===== config.mk =====
export PLATFORM = sky130hd
export DESIGN_NAME = traffic_quantizer
export DESIGN_NICKNAME = d
export VERILOG_FILES = /design/src/rtl/traffic_quantizer.sv
export SDC_FILE = /design/constraint.sdc
export NUM_CORES = 1
export LEC_CHECK = 0
export CAP_MARGIN = 20
export CORE_AREA = 2 2 97 123
export CTS_CLUSTER_SIZE = 28
export DETAILED_ROUTE_END_ITERATION = 8
export DIE_AREA = 0 0 99 125
export GPL_ROUTABILITY_DRIVEN = 0
export PLACE_DENSITY = 0.57
export RECOVER_POWER = 50
export SKIP_LAST_GASP = 1
export SLEW_MARGIN = 15
export SYNTH_ARGS = -nofsm -noshare
export SYNTH_HDL_FRONTEND = slang
export SYNTH_SLANG_ARGS = --single-unit

===== constraint.sdc =====
create_clock -name clk -period 2.3 [get_ports clk]
set_clock_uncertainty 0.2 [all_clocks]
set_input_delay 0.345 -clock clk [delete_from_list [all_inputs] [get_ports clk]]
set_output_delay 0.345 -clock clk [all_outputs]
set_load 0.005 [all_outputs]

===== src/rtl/traffic_quantizer.sv =====
// Per-lane queue counting and windowed 3-bit congestion quantization for one intersection.
// Optional macro QUANT_SLEW_LIMIT_EN limits each published level to dropping by 1 per publish.
module traffic_quantizer #(
   parameter int WINDOW      = 16,
   parameter int Q_WIDTH     = 8,
   parameter int LEVEL_SHIFT = 2
) (
   input  logic        clk,
   input  logic        rst,
   input  logic        en,
   input  logic [3:0]  arrive,
   input  logic [3:0]  depart,
   output logic [11:0] traffic_out,
   output logic        traffic_valid,
   output logic [3:0]  overflow
);

   typedef enum logic [1:0] {IDLE, COUNT, PUBLISH} state_t;

   localparam logic [15:0]        WIN_LAST = 16'(WINDOW - 1);
   localparam logic [Q_WIDTH-1:0] Q_MAX    = '1;
   localparam logic [Q_WIDTH-1:0] LVL_MAX  = Q_WIDTH'(7);

   state_t      state_reg, state_next;
   logic [15:0] win_reg, win_next;
   logic [11:0] out_reg;
   logic        valid_reg;
   logic [11:0] pub_levels;

   genvar gi;
   generate
      for (gi = 0; gi < 4; gi++) begin : g_lane
         logic [Q_WIDTH-1:0] q_reg, q_next;
         logic [Q_WIDTH-1:0] shifted;
         logic               ovf_reg, ovf_hit;
         logic [2:0]         lvl, pub;

         always_comb begin
            q_next  = q_reg;
            ovf_hit = 1'b0;
            if (arrive[gi] && !depart[gi]) begin
               if (q_reg == Q_MAX) ovf_hit = 1'b1;
               else                q_next  = q_reg + 1'b1;
            end else if (!arrive[gi] && depart[gi] && q_reg != '0) begin
               q_next = q_reg - 1'b1;
            end
         end

         // Quantize the post-edge count so the last COUNT cycle's traffic is included.
         assign shifted = q_next >> LEVEL_SHIFT;
         assign lvl     = (shifted > LVL_MAX) ? 3'd7 : shifted[2:0];

`ifdef QUANT_SLEW_LIMIT_EN
         logic [2:0] prev_lvl, floor_lvl;
         always_comb begin
            prev_lvl  = out_reg[gi*3 +: 3];
            floor_lvl = (prev_lvl == 3'd0) ? 3'd0 : prev_lvl - 3'd1;
            pub       = (lvl < floor_lvl) ? floor_lvl : lvl;
         end
`else
         assign pub = lvl;
`endif

         always_ff @(posedge clk) begin
            if (rst) begin
               q_reg   <= '0;
               ovf_reg <= 1'b0;
            end else begin
               q_reg   <= q_next;
               ovf_reg <= ovf_reg | ovf_hit;
            end
         end

         assign pub_levels[gi*3 +: 3] = pub;
         assign overflow[gi]          = ovf_reg;
      end
   endgenerate

   always_comb begin
      state_next = state_reg;
      win_next   = win_reg;
      case (state_reg)
         IDLE: begin
            win_next = '0;
            if (en) state_next = COUNT;
         end
         COUNT: begin
            if (!en) begin
               state_next = IDLE;
               win_next   = '0;
            end else if (win_reg == WIN_LAST) begin
               state_next = PUBLISH;
               win_next   = '0;
            end else begin
               win_next = win_reg + 16'd1;
            end
         end
         PUBLISH: begin
            win_next   = '0;
            state_next = en ? COUNT : IDLE;
         end
         default: begin
            state_next = IDLE;
            win_next   = '0;
         end
      endcase
   end

   always_ff @(posedge clk) begin
      if (rst) begin
         state_reg <= IDLE;
         win_reg   <= '0;
         out_reg   <= '0;
         valid_reg <= 1'b0;
      end else begin
         state_reg <= state_next;
         win_reg   <= win_next;
         valid_reg <= (state_next == PUBLISH);
         if (state_next == PUBLISH) out_reg <= pub_levels;
      end
   end

   assign traffic_out   = out_reg;
   assign traffic_valid = valid_reg;

endmodule

-- After elaboration in Yosys (flattened, before gate mapping)
Index checks and enable logic that the tools add are counted.
W data, S select, Z words.
- flip-flop bits (word level): 67
- logic and storage cells: 110
- output and inout bits: 17
- bitwise logic cells: 6
- reductions and logical operators: 34
- add/subtract/negate cells: 9
- equality and inequality tests: 12
- mux-type cells: 29
- magnitude comparators: 4
- operator list (operator ; number):
    $mux W8 ; 12
    $add A8 B1 Y8 const B ; 4
    $eq A8 B8 Y1 const B ; 4
    $reduce_bool A8 Y1 ; 4
    $sub A8 B1 Y8 const B ; 4
    $gt A6 B3 Y1 const B ; 4
    $add A16 B1 Y16 const B ; 1
    $eq A16 B4 Y1 const B ; 1
    $logic_and A1 B1 Y1 ; 12
    $mux W3 ; 4
    $mux W1 ; 9
    $logic_not A1 Y1 ; 8
    $ne A2 B2 Y1 const B ; 4
    $reduce_and A2 Y1 ; 4
    $reduce_bool A2 Y1 ; 4
    $mux W2 ; 3
    $pmux W2 S3 ; 1
    $eq A2 B2 Y1 const B ; 2
    $or A1 B1 Y1 ; 4
    $reduce_or A4 Y1 ; 1
    $eq A2 B1 Y1 const B ; 1
    $logic_not A2 Y1 ; 1
    $not A1 Y1 ; 2

-- Longest topological paths before layout
Gate-level depths: netlist of the first run.
- depth in word-level cells: 7
- depth in mapped cells: 8
- depth with buffers taken out: 8

-- Worst setup path before layout of the first run
OpenSTA, ideal clock, no wires.
- path type: register to register
- start: register g_lane[0].q_reg[3]
- end: register out_reg[2], in the netlist traffic_out[2]
- period minus slack after synthesis: 2.255 ns
- stages on the path, launching flop included: 8
- arrival time: 1.932 ns
- path slack: 0.045 ns
- buffers on the path: 1
- cell sequence: dfxtp_1 -> buf_6 -> or4_1 -> o311a_1 -> and2_1 -> a32oi_1 -> xor2_1 -> a21oi_2
- word-level cells in the longest chain between the ends: 6
- ends and longest elaborated chain (item ; RTL line ; source):
    start, declared ; 33 ; logic [Q_WIDTH-1:0] q_reg, q_next;
    start signal, assigned ; 69 ; q_reg <= q_next;
    branches (longest 3 deep; another with $sub A8 B1 Y8) ; n/a ;
    $mux W8 * ; 41 ; if (arrive[gi] && !depart[gi]) begin
    $gt A6 B3 Y1 ; 51 ; assign lvl = (shifted > LVL_MAX) ? 3'd7 : shifted[2:0];
    $mux W3 * ; 51 ;
    end signal, assigned ; 119 ; if (state_next == PUBLISH) out_reg <= pub_levels;
    end, declared ; 26 ; logic [11:0] out_reg;
Mark *: on every way between the ends. The select of a mux whose other input is x is not followed.
A chain may end at the register's enable or synchronous reset.

-- Worst setup path in the final report of the first run
- start: register g_lane[3].q_reg[1]
- end: register out_reg[9], in the netlist traffic_out[9]
- word-level cells in the longest chain between the ends: 6
- ends and longest elaborated chain (item ; RTL line):
    start, declared ; 33
    start signal, assigned ; 69
    branches (longest 3 deep; another with $sub A8 B1 Y8) ; n/a
    $mux W8 * ; 41
    $gt A6 B3 Y1 ; 51
    $mux W3 * ; 51
Marked as above.

==> metrics list, run 1 <==
- Number of H-tree branching levels: 3
* Crit-path leading delay family: simple AND/OR/NAND/NOR gates
* Worst setup slack before clock tree synthesis: -0.4645 ns
- Total power per unit cell area: 769.2 nW/um^2
- Number of global-route vias before repair: 3550
* Kind of critical path: flop to flop
* Status: finished clean
* Max Freq: 0.4373 GHz
- The final max-slew violation count came to 0.
- Setup violations remaining at the end of the flow were counted as 0.
* Hold/Removal Path Class: flop to flop
- Clock tree synthesis selected as its root buffer the cell clkbuf_16.
- The register with the most flip-flops in the layout has 32 of them.
- The filler cells instantiated in the layout total 1088.
- After clock tree synthesis, the clock-pin slew on the worst setup and hold paths is 0.05 ns.
* Arr. time, crit path: 2.30 ns
- For this run, the number of Yosys warnings is 0.
- In the synthesized netlist the async set-or-reset flop fraction comes to 0%.
- Max-capacitance violation count: 0
- Overall fraction of global-route tracks in use: approximately 16%
- Number of nets in the final layout: 588
- The library cell used most frequently in the layout, excluding fill and tap cells, is buf_4.
* Total CTS buffers: 9
- For the finished layout, the period the worst path requires is 2.287 ns.
* Share of synthesized area occupied by flip-flops and latches: between 30% and 40%
* WP data required: 2.32 ns
- Cells fill a little under half of the core in the end.
* Critical path cell sequence: or4b_4 -> or4_1 -> o311a_1 -> nor3_2 -> and4_4 -> a211oi_2
- In this design, the stage delay of the slowest critical-path cell is roughly 0.51 ns.
- The mapped netlist covers 3835 sq um.
- DRC violations left: 0
* Count of input and output buffers: 27
* Vias post-DR: approximately 3700
- Worst IR drop on VDD: 449.0 uV
- In this run the worst path has a maximum fanout of 3.
* Pin slew with the least headroom to its limit: approximately 0.5 ns
- Number of cells traversed by the worst register-to-register path: 6
- From synthesis to final layout, the design area changed by 34.06%.
- Ports placed on the boundary: 28
- Final count of hold timing violations: 0
* Worst hold path depth: 1
* Fin worst setup slack: 0.01327 ns
- Number of violations reported at the end of detailed-routing iteration 0: 215
* Pre-Repair DR Iteration Count: 4
- Clock tree from TritonCTS: done
* Synthesized Nets: 503
- The final layout contains routed wiring with a total length of 9.903 mm.
* Headroom to the max-slew limit: 65.70%
- R2r endpoint: traffic_out[9]
- Unrepaired setup endpoints after global routing: yes
- Unique cell type count in the Yosys netlist: 66
- The initial antenna violation count came to 0.
* Crit path launch type: flop
* Worst setup path startpoint: g_lane[3].q_reg[1]
* Chip height: approximately 130 um
- FF+latch count, synth: 67
- ANT nets after route: 0
* Critical Path Sink Type: flop
- At the later pin of the worst-skew pair, clock insertion delay measures 0.33 ns.
- In the layout the commonest cells are 71 x buf_4, 69 x nor2_1, 62 x dfxtp_1.
- Chip width: 99 um
- For this run, the leading register cell type out of synthesis is dfxtp_1.
* Wire length of the first global-routing pass: approximately 16 mm
- Floorplan core area: between 10000 and 15000 sq um
- For flop-to-flop paths, the worst setup slack is 0.01 ns.
- Detailed placement finished with a half-perimeter wire length of roughly 7.2 mm.
- Counting every sink on the clock net gives 67.
- The startpoint identified for the worst hold timing path is win_reg[0].
* ANT cells: 0
- Summed over all cells, the static leakage comes to 1.969 nW.
* Share of final-layout standard cells stronger than drive strength 1: a little under a quarter
- After detailed routing, the number of vias per cell comes to roughly 5.3.
* Number of flops mapped to enable cells by yosys: 0
* Initial standard-cell utilization of the core: 33.98%
- Hold-fix buffers at CTS: 0
- Together, buffers and inverters on the worst path number 0.
* Syn avg cell area: 8.006 sq um
- Hold endpoint: win_reg[0]
* Die area: 12380 sq um
- Largest net degree at the start of global routing: 24
- Synthesis handed over a netlist of 479 instances.
- GR Overflow Total: 0
- The floorplan has between 40 and 50 rows.
- Maximum clock path buffer count: 2
- Crit path max-delay cell type: or4b_4
- Routed wire length per instance: roughly 14 um
- Worst reg2reg path startpoint: g_lane[3].q_reg[1]
- Period utilization: 99.42%
## per-layer routing
layer / wire (um) / track usage (%) / vias up / part of all wire (%)
li1: - / - / 1888 / -
met1: 4263 / 18.15 / 1732 / 43
met2: 5036 / 27.70 / 95 / 51
met3: 374 / 4.360 / 24 / 3.8
met4: 228 / 6.446 / 0 / 2.3
met5: 0 / 0 / - / 0
## through the flow
step / cells / setup TNS (ns) / total power [mW] / hold WS [ns] / instance area, sq um
floorplan: 479 / 0 / 2.063 / 0.2175 / 3835
global placement: 689 / -3.269 / 2.484 / 0.2293 / 4682
global route: 707 / -0.3012 / 4.194 / 0.2793 / 5141
finish: 707 / 0 / 3.955 / 0.2502 / 5141
detailed placement: 689 / -3.654 / 2.497 / 0.2442 / 4682
CTS: 706 / -0.005428 / 3.897 / 0.2529 / 5005
## worst register-to-register path: cells and delay by family, from the launching register on
kind / cells / cell delay, ns
AO/OA/AOI/OAI: 2 / 0.19
AND/OR/NAND/NOR: 4 / 1.44
flip-flops: 1 / 0.33
## how the worst max path moves through the flow
stage / to / slack [ns] / cells past startpoint
3_3_place_gp: traffic_out[9] / -0.46 / 7
3_5_place_dp: traffic_out[9] / -0.46 / 7
2_1_floorplan: traffic_out[2] / 0.05 / 7
6_report: traffic_out[9] / 0.01 / 6
5_1_grt: traffic_out[9] / -0.06 / 6
4_1_cts: traffic_out[9] / -0.005 / 8
## final cells by class
class                           instances  area, sq um  share of cell area [%]
Inverter                               22        82.58                   1.606
Clock inverter                          4        50.05                  0.9735
Multi-Input combinational cell        365         2414                   46.95
Tap cell                              138        172.7                   3.358
Sequential cell                        67         1348                   26.21
Clock buffer                           12        246.5                   4.794
Timing Repair Buffer                   99        828.3                   16.11
## Yosys cell counts, types with 7 or more instances
library cell | n | area [sq um]
nor2_1 | 69 | 259.0
dfxtp_1 | 67 | 1341
nand2_1 | 30 | 112.6
a21oi_1 | 25 | 125.1
inv_1 | 22 | 82.58
o21ai_0 | 22 | 110.1
nand3_1 | 21 | 105.1
nor3_1 | 17 | 85.08
xor2_1 | 16 | 140.1
clkbuf_1 | 15 | 56.30
ha_1 | 13 | 162.7
a31oi_1 | 10 | 62.56
nand2b_1 | 10 | 62.56
nor4_1 | 9 | 56.30
nor2b_1 | 8 | 50.05
xnor2_1 | 8 | 70.07
and2_1 | 7 | 43.79
and4_1 | 7 | 61.31
## report_power, final
group | leakage, nW | internal, mW | switching [mW]
combinational | 1.28 | 0.616 | 0.635
clock | 0.139 | 0.866 | 0.487
sequential | 0.547 | 1.26 | 0.0918
## timing repair
action	CTS	global route
pin swaps	6	16
buffers inserted	1	1
setup endpoints to repair	10	15
gates resized for setup	6	31
## kinds of logic after synthesis
group,count (synthesis),share of synthesized area [%]
AOI/OAI and AO/OA,106,18.63
xor gates and xnor gates,24,5.481
adders and majority gates,13,4.242
buffers and inverters,47,5.644
DFF,67,34.98
muxes,5,1.305
and+or+nand+nor,217,29.72
(Power assumes the default switching activity.)
==> inputs of run 2 (changes only) <==
--- a/config.mk
+++ b/config.mk
@@ -6,12 +6,13 @@
 export NUM_CORES = 1
 export LEC_CHECK = 0
 export CAP_MARGIN = 20
-export CORE_AREA = 2 2 97 123
+export CORE_AREA = 2 2 101 103
 export CTS_CLUSTER_SIZE = 28
 export DETAILED_ROUTE_END_ITERATION = 8
-export DIE_AREA = 0 0 99 125
+export DIE_AREA = 0 0 103 105
 export GPL_ROUTABILITY_DRIVEN = 0
-export PLACE_DENSITY = 0.57
+export GPL_TIMING_DRIVEN = 0
+export PLACE_DENSITY = 0.64
 export RECOVER_POWER = 50
 export SKIP_LAST_GASP = 1
 export SLEW_MARGIN = 15
==> metrics list, run 2 (same netlist as run 1, synthesis figures left out) <==
- The flow ran to the end, and the final reports show no timing, DRC or antenna violations.
- The share of total power in combinational logic came to 32.2% (+0.6 points).
- The total of max-cap violations was 0 (unchanged).
- The count of placed standard cells including taps is 638 (-7.4%).
- The clock-pin slew on the worst setup and hold paths is 0.08 ns (+0.03 ns).
* Crit path launch type: flop
- The largest net degree at the start of global routing came to 13 (-46%).
* Post-Route Hold Slack: 0.2523 ns (+0.002103 ns)
* Post-synthesis to final-layout area growth: 27.47%
- Finished Layout Cells: 665 (-5.9%)
- Hold/Removal Path Class: flop to flop
- The leakage power total is 1.810 nW (-8.1%).
- DRC violations left: 0 (unchanged)
- Pin slew with the least headroom to its limit: 0.7224 ns (+0.2080 ns)
- The final-layout setup total negative slack was 0 ns (unchanged).
* Internal power consumption: 2.322 mW (-15%)
* Final cell utilization of the core: 50.71% (+5.2 points)
* Proportion of power drawn by flip-flops and latches: 40.7% (+6.6 points)
- The number of buffer cells added on primary ports is 26 (-3.7%).
* Mean number of vias per cell: 5.540 (+4.8%)
* Clock tree root driver cell: clkbuf_8
- The count of final setup violators came to 0 (unchanged).
* Kind of critical path: flop to flop
- The total iterations of the first detailed-routing run was 5 (+1).
* Final count of hold timing violations: 0 (unchanged)
- Die area: 10820 sq um (-13%)
- The clock network fraction of total power came to 27.1% (-7.1 points).
* Leading cell type in the layout, fill and taps excluded: nor2_1
* Total power per unit cell area: 726.6 nW/um^2 (-5.5%)
- Chip height: 105 um (-16%)
- Number of antenna violations at the first check in global routing: 0 (unchanged)
- CTS sink count: 67 (unchanged)
- Net switching power: 1.230 mW (+1.3%)
* ANT nets after route: 0 (unchanged)
- The wire length of the first global-routing pass came to 16.13 mm (about the same).
- The initial core utilization came to 39.78% (+5.8 points).
* ANT cells: 0 (unchanged)
- Worst IR drop on VDD: 288.0 uV (-36%)
- Share of final-layout standard cells stronger than drive strength 1: 22.37% (-0.48 points)
- The arrival time at the worst endpoint came to 2.39 ns (+0.09 ns).
* Floorplan core area: 9639 sq um (-15%)
* Crit-path max FO: 4 (+1)
- Critical Path Sink Type: flop
* Headroom to the max-slew limit: 51.84% (-14 points)
- Max-slew violation count: 0 (unchanged)
- The count of vias placed by the detailed router was 3684 (-1.5%).
- The count of standard-cell rows was 36 (-18%).
* Number of H-tree branching levels: 3 (unchanged)
- Number of violations reported at the end of detailed-routing iteration 0: 197 (-8.4%)
- The via count of the first global-routing pass came to 3450 (-2.8%).
* Unrepaired setup endpoints after global routing: yes
- The clock latency reported for the late side of the worst-skew pair was 0.35 ns (+0.02 ns).
* Routed wire length per instance: 15.12 um (+7.9%)
- In the layout the commonest cells are 69 x nor2_1, 51 x dfxtp_1, 30 x nand2_1.
- The detailed placement HPWL was 6.551 mm (-8.7%).
- WL final: 10.06 mm (+1.5%)
- The final period utilization was 99.97% (+0.54 points).
- TritonCTS built the clock tree.
- The number of CTS-inserted buffers is 9 (unchanged).
- Final critical path time including I/O delays and setup: 2.299 ns (+0.01252 ns)
- GR Overflow Total: 0 (unchanged)
- The flip-flop count of the largest register, all copies and words added is 32 (unchanged).
- Number of nets in the final layout: 551 (-6.3%)
* Switch share: 34.62% (+3.9 points)
- The maximum buffer depth of the clock tree was 2 (unchanged).
- The die span in x was 103 um (+4.0%).
- Overall fraction of global-route tracks in use: 18.58% (+2.7 points)
* WP data required: 2.39 ns (+0.07 ns)
- The achievable frequency was 0.4349 GHz (-0.54%).
* Ports placed on the boundary: 28 (unchanged)
[run 2: cell count changes in the layout (fill, tap and decap cells not counted), sizes merged]
| cell | delta |
|---|---|
| dlygate4sd3 | +18 |
| dlygate4sd2 | +2 |
| clkbuf | +7 |
| dlymetal6s2s | -2 |
| clkdlybuf4s50 | -19 |
| clkinv | +3 |
| buf | -46 |
[run 2: worst paths after layout]
path / startpoint / endpoint / slack [ns] / cells after the start
worst max-delay path: g_lane[1].q_reg[0] / traffic_out[4] / 0.0008 / 8
worst min-delay path: win_reg[0] / win_reg[0] / 0.25 / 1
worst max register to register: g_lane[1].q_reg[0] / traffic_out[4] / 0.0008 / 8
worst min register to register: win_reg[0] / win_reg[0] / 0.25 / 1
[run 2: critical path: stages (launching register included)]
cell	delay, ns
dfxtp_1	0.39
inv_2	0.08
ha_4	0.16
nor3b_4	0.14
a21o_1	0.20
or4_4	0.56
a221oi_4	0.30
a31oi_2	0.08
a21oi_1	0.13
[run 2: per-stage QoR]
step | power [mW] | worst slack (ns) | instance area (sq um)
final | 3.552 | 0.0007541 | 4888
after global routing | 3.754 | -0.09144 | 4888
after CTS | 3.371 | -0.03545 | 4598
after detailed placement | 2.266 | -0.6401 | 4262
after global placement | 2.245 | -0.6580 | 4262
after floorplan | 2.063 | 0.04518 | 3835
[run 2: power by group through the flow]
stage	sequential, mW	clock [mW]	combinational (mW)
3_3_place_gp	1.39	0	0.855
6_report	1.45	0.963	1.14
3_5_place_dp	1.39	0	0.875
2_1_floorplan	1.36	0	0.701
5_1_grt	1.46	1.04	1.26
4_1_cts	1.40	0.992	0.979
[run 2: area by class of cell]
| class | instances | area [sq um] |
|---|---|---|
| fill | 953 | 4751 |
| clock buffer | 9 | 123.9 |
| buffer | 17 | 102.6 |
| inverter | 22 | 82.58 |
| timing repair buffer | 45 | 400.4 |
| tap | 133 | 166.4 |
| sequential | 67 | 1369 |
| multi-input combinational | 365 | 2575 |
| clock inverter | 7 | 68.82 |
[run 2: timing repair]
action / CTS / global route
hold buffers: 0 / 0
endpoints found under the setup margin: 18 / 33
pin swaps: 12 / 14
gates resized for setup: 31 / 59
setup buffers: 8 / 11
[run 2: routing by layer]
layer | routed length (um) | track usage (%) | up-vias | part of all wire, %
li1 | - | - | 1813 | -
met1 | 4470 | 24.62 | 1734 | 44
met2 | 4927 | 29.50 | 120 | 49
met3 | 459 | 3.278 | 17 | 4.6
met4 | 197 | 7.613 | 0 | 2.0
met5 | 0 | 0 | - | 0
==> inputs of run 3 (changes only) <==
--- a/config.mk
+++ b/config.mk
@@ -12,10 +12,9 @@
 export DIE_AREA = 0 0 103 105
 export GPL_ROUTABILITY_DRIVEN = 0
 export GPL_TIMING_DRIVEN = 0
-export PLACE_DENSITY = 0.64
-export RECOVER_POWER = 50
+export RECOVER_POWER = 100
 export SKIP_LAST_GASP = 1
-export SLEW_MARGIN = 15
+export SLEW_MARGIN = 20
 export SYNTH_ARGS = -nofsm -noshare
 export SYNTH_HDL_FRONTEND = slang
 export SYNTH_SLANG_ARGS = --single-unit
==> metrics list, run 3 (same netlist as run 1, synthesis figures left out) <==
- The achievable frequency was 0.4358 GHz (+0.20%).
- The clock-pin slew on the worst setup and hold paths came to 0.07 ns (about the same).
* Number of nets in the final layout: 542 (-1.6%)
- The worst setup slack before clock tree synthesis was -0.6857 ns (-0.04552 ns).
* Post-synthesis to final-layout area growth: 24.24%
- The number of inserted diodes came to 0 (unchanged).
- The critical path goes through or4b_4 -> or4_4 -> o311a_1 -> nor3_2 -> and4_4 -> a211oi_2.
- The vertical die dimension was 105 um (unchanged).
- The number of sinks on the clock net came to 67 (unchanged).
- The tree is rooted in a clkbuf_8.
- Hold/Removal Path Class: flop to flop
- Mean number of vias per cell: 5.438 (-1.8%)
- The count of standard-cell rows came to 36 (unchanged).
* Pin slew with the least headroom to its limit: 0.7079 ns (-0.01454 ns)
- The routed wire length came to 9.573 mm (-4.8%).
- The fill cell instance count of the final layout was 969 (+1.7%).
- Sequential standard cell area: 1368 sq um (about the same)
* Total power per unit cell area: 747.3 nW/um^2 (+2.8%)
- TritonCTS built the clock tree.
- The count of vias placed by the detailed router came to 3567 (-3.2%).
- Kind of critical path: flop to flop
- Leak pwr: 1.758 nW (-2.9%)
- The fraction of layout cells with a size suffix above 1 is 19.12% (-3.2 points).
- The die span in x was 103 um (unchanged).
- The required time of the critical path came to 2.29 ns (-0.10 ns).
* Initial standard-cell utilization of the core: 39.78% (unchanged)
* Status: finished clean
- The maximum buffer depth of the clock tree came to 2 (unchanged).
- The smallest setup slack after layout came to 0.005368 ns (+0.004614 ns).
* Number of H-tree branching levels: 3 (unchanged)
* Placed cell area: 4262 sq um (unchanged)
- Max-slew violation count: 0 (unchanged)
- The number of stages on the worst hold path is 1 (unchanged).
* Wire length of the first global-routing pass: 15.53 mm (-3.7%)
* Die area: 10820 sq um (unchanged)
* Largest stage delay, worst path: 0.54 ns (-0.02 ns)
- The total of max-cap violations was 0 (unchanged).
- The DRC violation count after routing was 0 (unchanged).
* Critical Path Sink Type: flop
- Worst IR drop on VDD: 381.6 uV (+33%)
- Final setup violation count: 0 (unchanged)
* Headroom to the max-slew limit: 52.81% (+0.97 points)
- Largest register FFs: 32 (unchanged)
- The final period utilization is 99.77% (-0.20 points).
- The initial antenna violation count was 0 (unchanged).
* Number of cells traversed by the worst register-to-register path: 6 (-2)
- Clock latency reported for the late side of the worst-skew pair: 0.34 ns (about the same)
- The multi-input combinational cell area is 2487 sq um (-3.4%).
* Leading cell type in the layout, fill and taps excluded: nor2_1
- The biggest fanout along the worst timing path came to 5 (+1).
- R2R Setup Slk: 0.005 ns (about the same)
* Final count of hold timing violations: 0 (unchanged)
- The cell area after layout was 4765 sq um (-2.5%).
- Crit path max-delay cell type: or4b_4
- Final HPWL DP: 6.604 mm (+0.82%)
- The largest net degree at the start of global routing was 13 (unchanged).
* Count of input and output buffers: 26 (unchanged)
- The average wire per cell in the routed design came to 14.59 um (-3.5%).
* ANT nets after route: 0 (unchanged)
- GR Overflow Total: 0 (unchanged)
* Total CTS buffers: 9 (unchanged)
- Floorplan core area: 9639 sq um (unchanged)
- The library cells used most frequently in the layout, excluding fill and tap cells, are 69 x nor2_1, 50 x dfxtp_1, 30 x nand2_1.
- Arr. time, crit path: 2.29 ns (-0.10 ns)
* Ports placed on the boundary: 28 (unchanged)
* Hold-fix buffers at CTS: 0 (unchanged)
- Final critical path time including I/O delays and setup: 2.295 ns (-0.004614 ns)
- The total iterations of the first detailed-routing run is 4 (-1).
- Overall fraction of global-route tracks in use: 17.87% (-0.71 points)
* Number of violations reported at the end of detailed-routing iteration 0: 116 (-41%)
* Crit path launch type: flop
- The via count of the first global-routing pass is 3265 (-5.4%).
* Unrepaired setup endpoints after global routing: yes
run 3: cell types whose count changed in the layout (fill, tap and decap cells not counted), moves of 3 or more:
cell and change:
ha_2 +3, inv_2 -3, nand2b_1 +3, inv_1 +3, buf_4 -9
run 3: cell type report:
| class | instances | area share (%) |
|---|---|---|
| inverters | 22 | 1.733 |
| repair buffers | 36 | 6.985 |
| well taps | 133 | 3.493 |
| flip-flops and latches | 67 | 28.70 |
| multi-input cells | 365 | 52.21 |
| clock buffers | 10 | 2.889 |
| plain buffers | 17 | 2.153 |
| clock inverters | 6 | 1.838 |
run 3: what timing repair did:
action / in CTS / in global routing
buffers inserted: 3 / 7
pin swaps: 16 / 10
resized for setup: 34 / 40
gates cloned: 0 / 0
setup endpoints to repair: 20 / 27
run 3: routing by layer:
metal	share of wire [%]	vias to the layer above	track usage (%)
li1	-	1800	-
met1	49	1708	24.46
met2	47	55	28.62
met3	3.2	4	3.746
met4	0.67	0	4.229
met5	0	-	0
run 3: power by group:
group          internal (mW)  switching [mW]  total (mW)
clock                  0.642           0.465        1.11
combinational          0.481           0.530        1.01
sequential              1.27           0.177        1.44
total                   2.39            1.17        3.56
run 3: through the flow:
| stage | instances | setup TNS [ns] | hold slack, ns | total power [mW] | util (%) |
|---|---|---|---|---|---|
| 3_3_place_gp | 638 | -8.017 | 0.2318 | 2.247 | 44.21 |
| 3_5_place_dp | 638 | -8.736 | 0.2467 | 2.266 | 44.21 |
| 2_1_floorplan | 479 | 0 | 0.2175 | 2.063 | - |
| 5_1_grt | 656 | -0.4742 | 0.2849 | 3.754 | 49.43 |
| 4_1_cts | 651 | -0.1362 | 0.2581 | 3.471 | 47.62 |
| 6_report | 656 | 0 | 0.2527 | 3.560 | 49.43 |
run 3: critical path, delay by kind of cell, from the launching register on:
family,cells,cell delay [ns]
AND/OR/NAND/NOR,4,1.39
flip-flops,1,0.35
AO/OA/AOI/OAI,2,0.21
run 3: path summary, 6_finish.rpt:
| check | from | endpoint |
|---|---|---|
| hold reg to reg | win_reg[0] | win_reg[0] |
| setup / recovery | g_lane[3].q_reg[1] | traffic_out[9] |
| hold / removal | win_reg[0] | win_reg[0] |
| setup reg to reg | g_lane[3].q_reg[1] | traffic_out[9] |
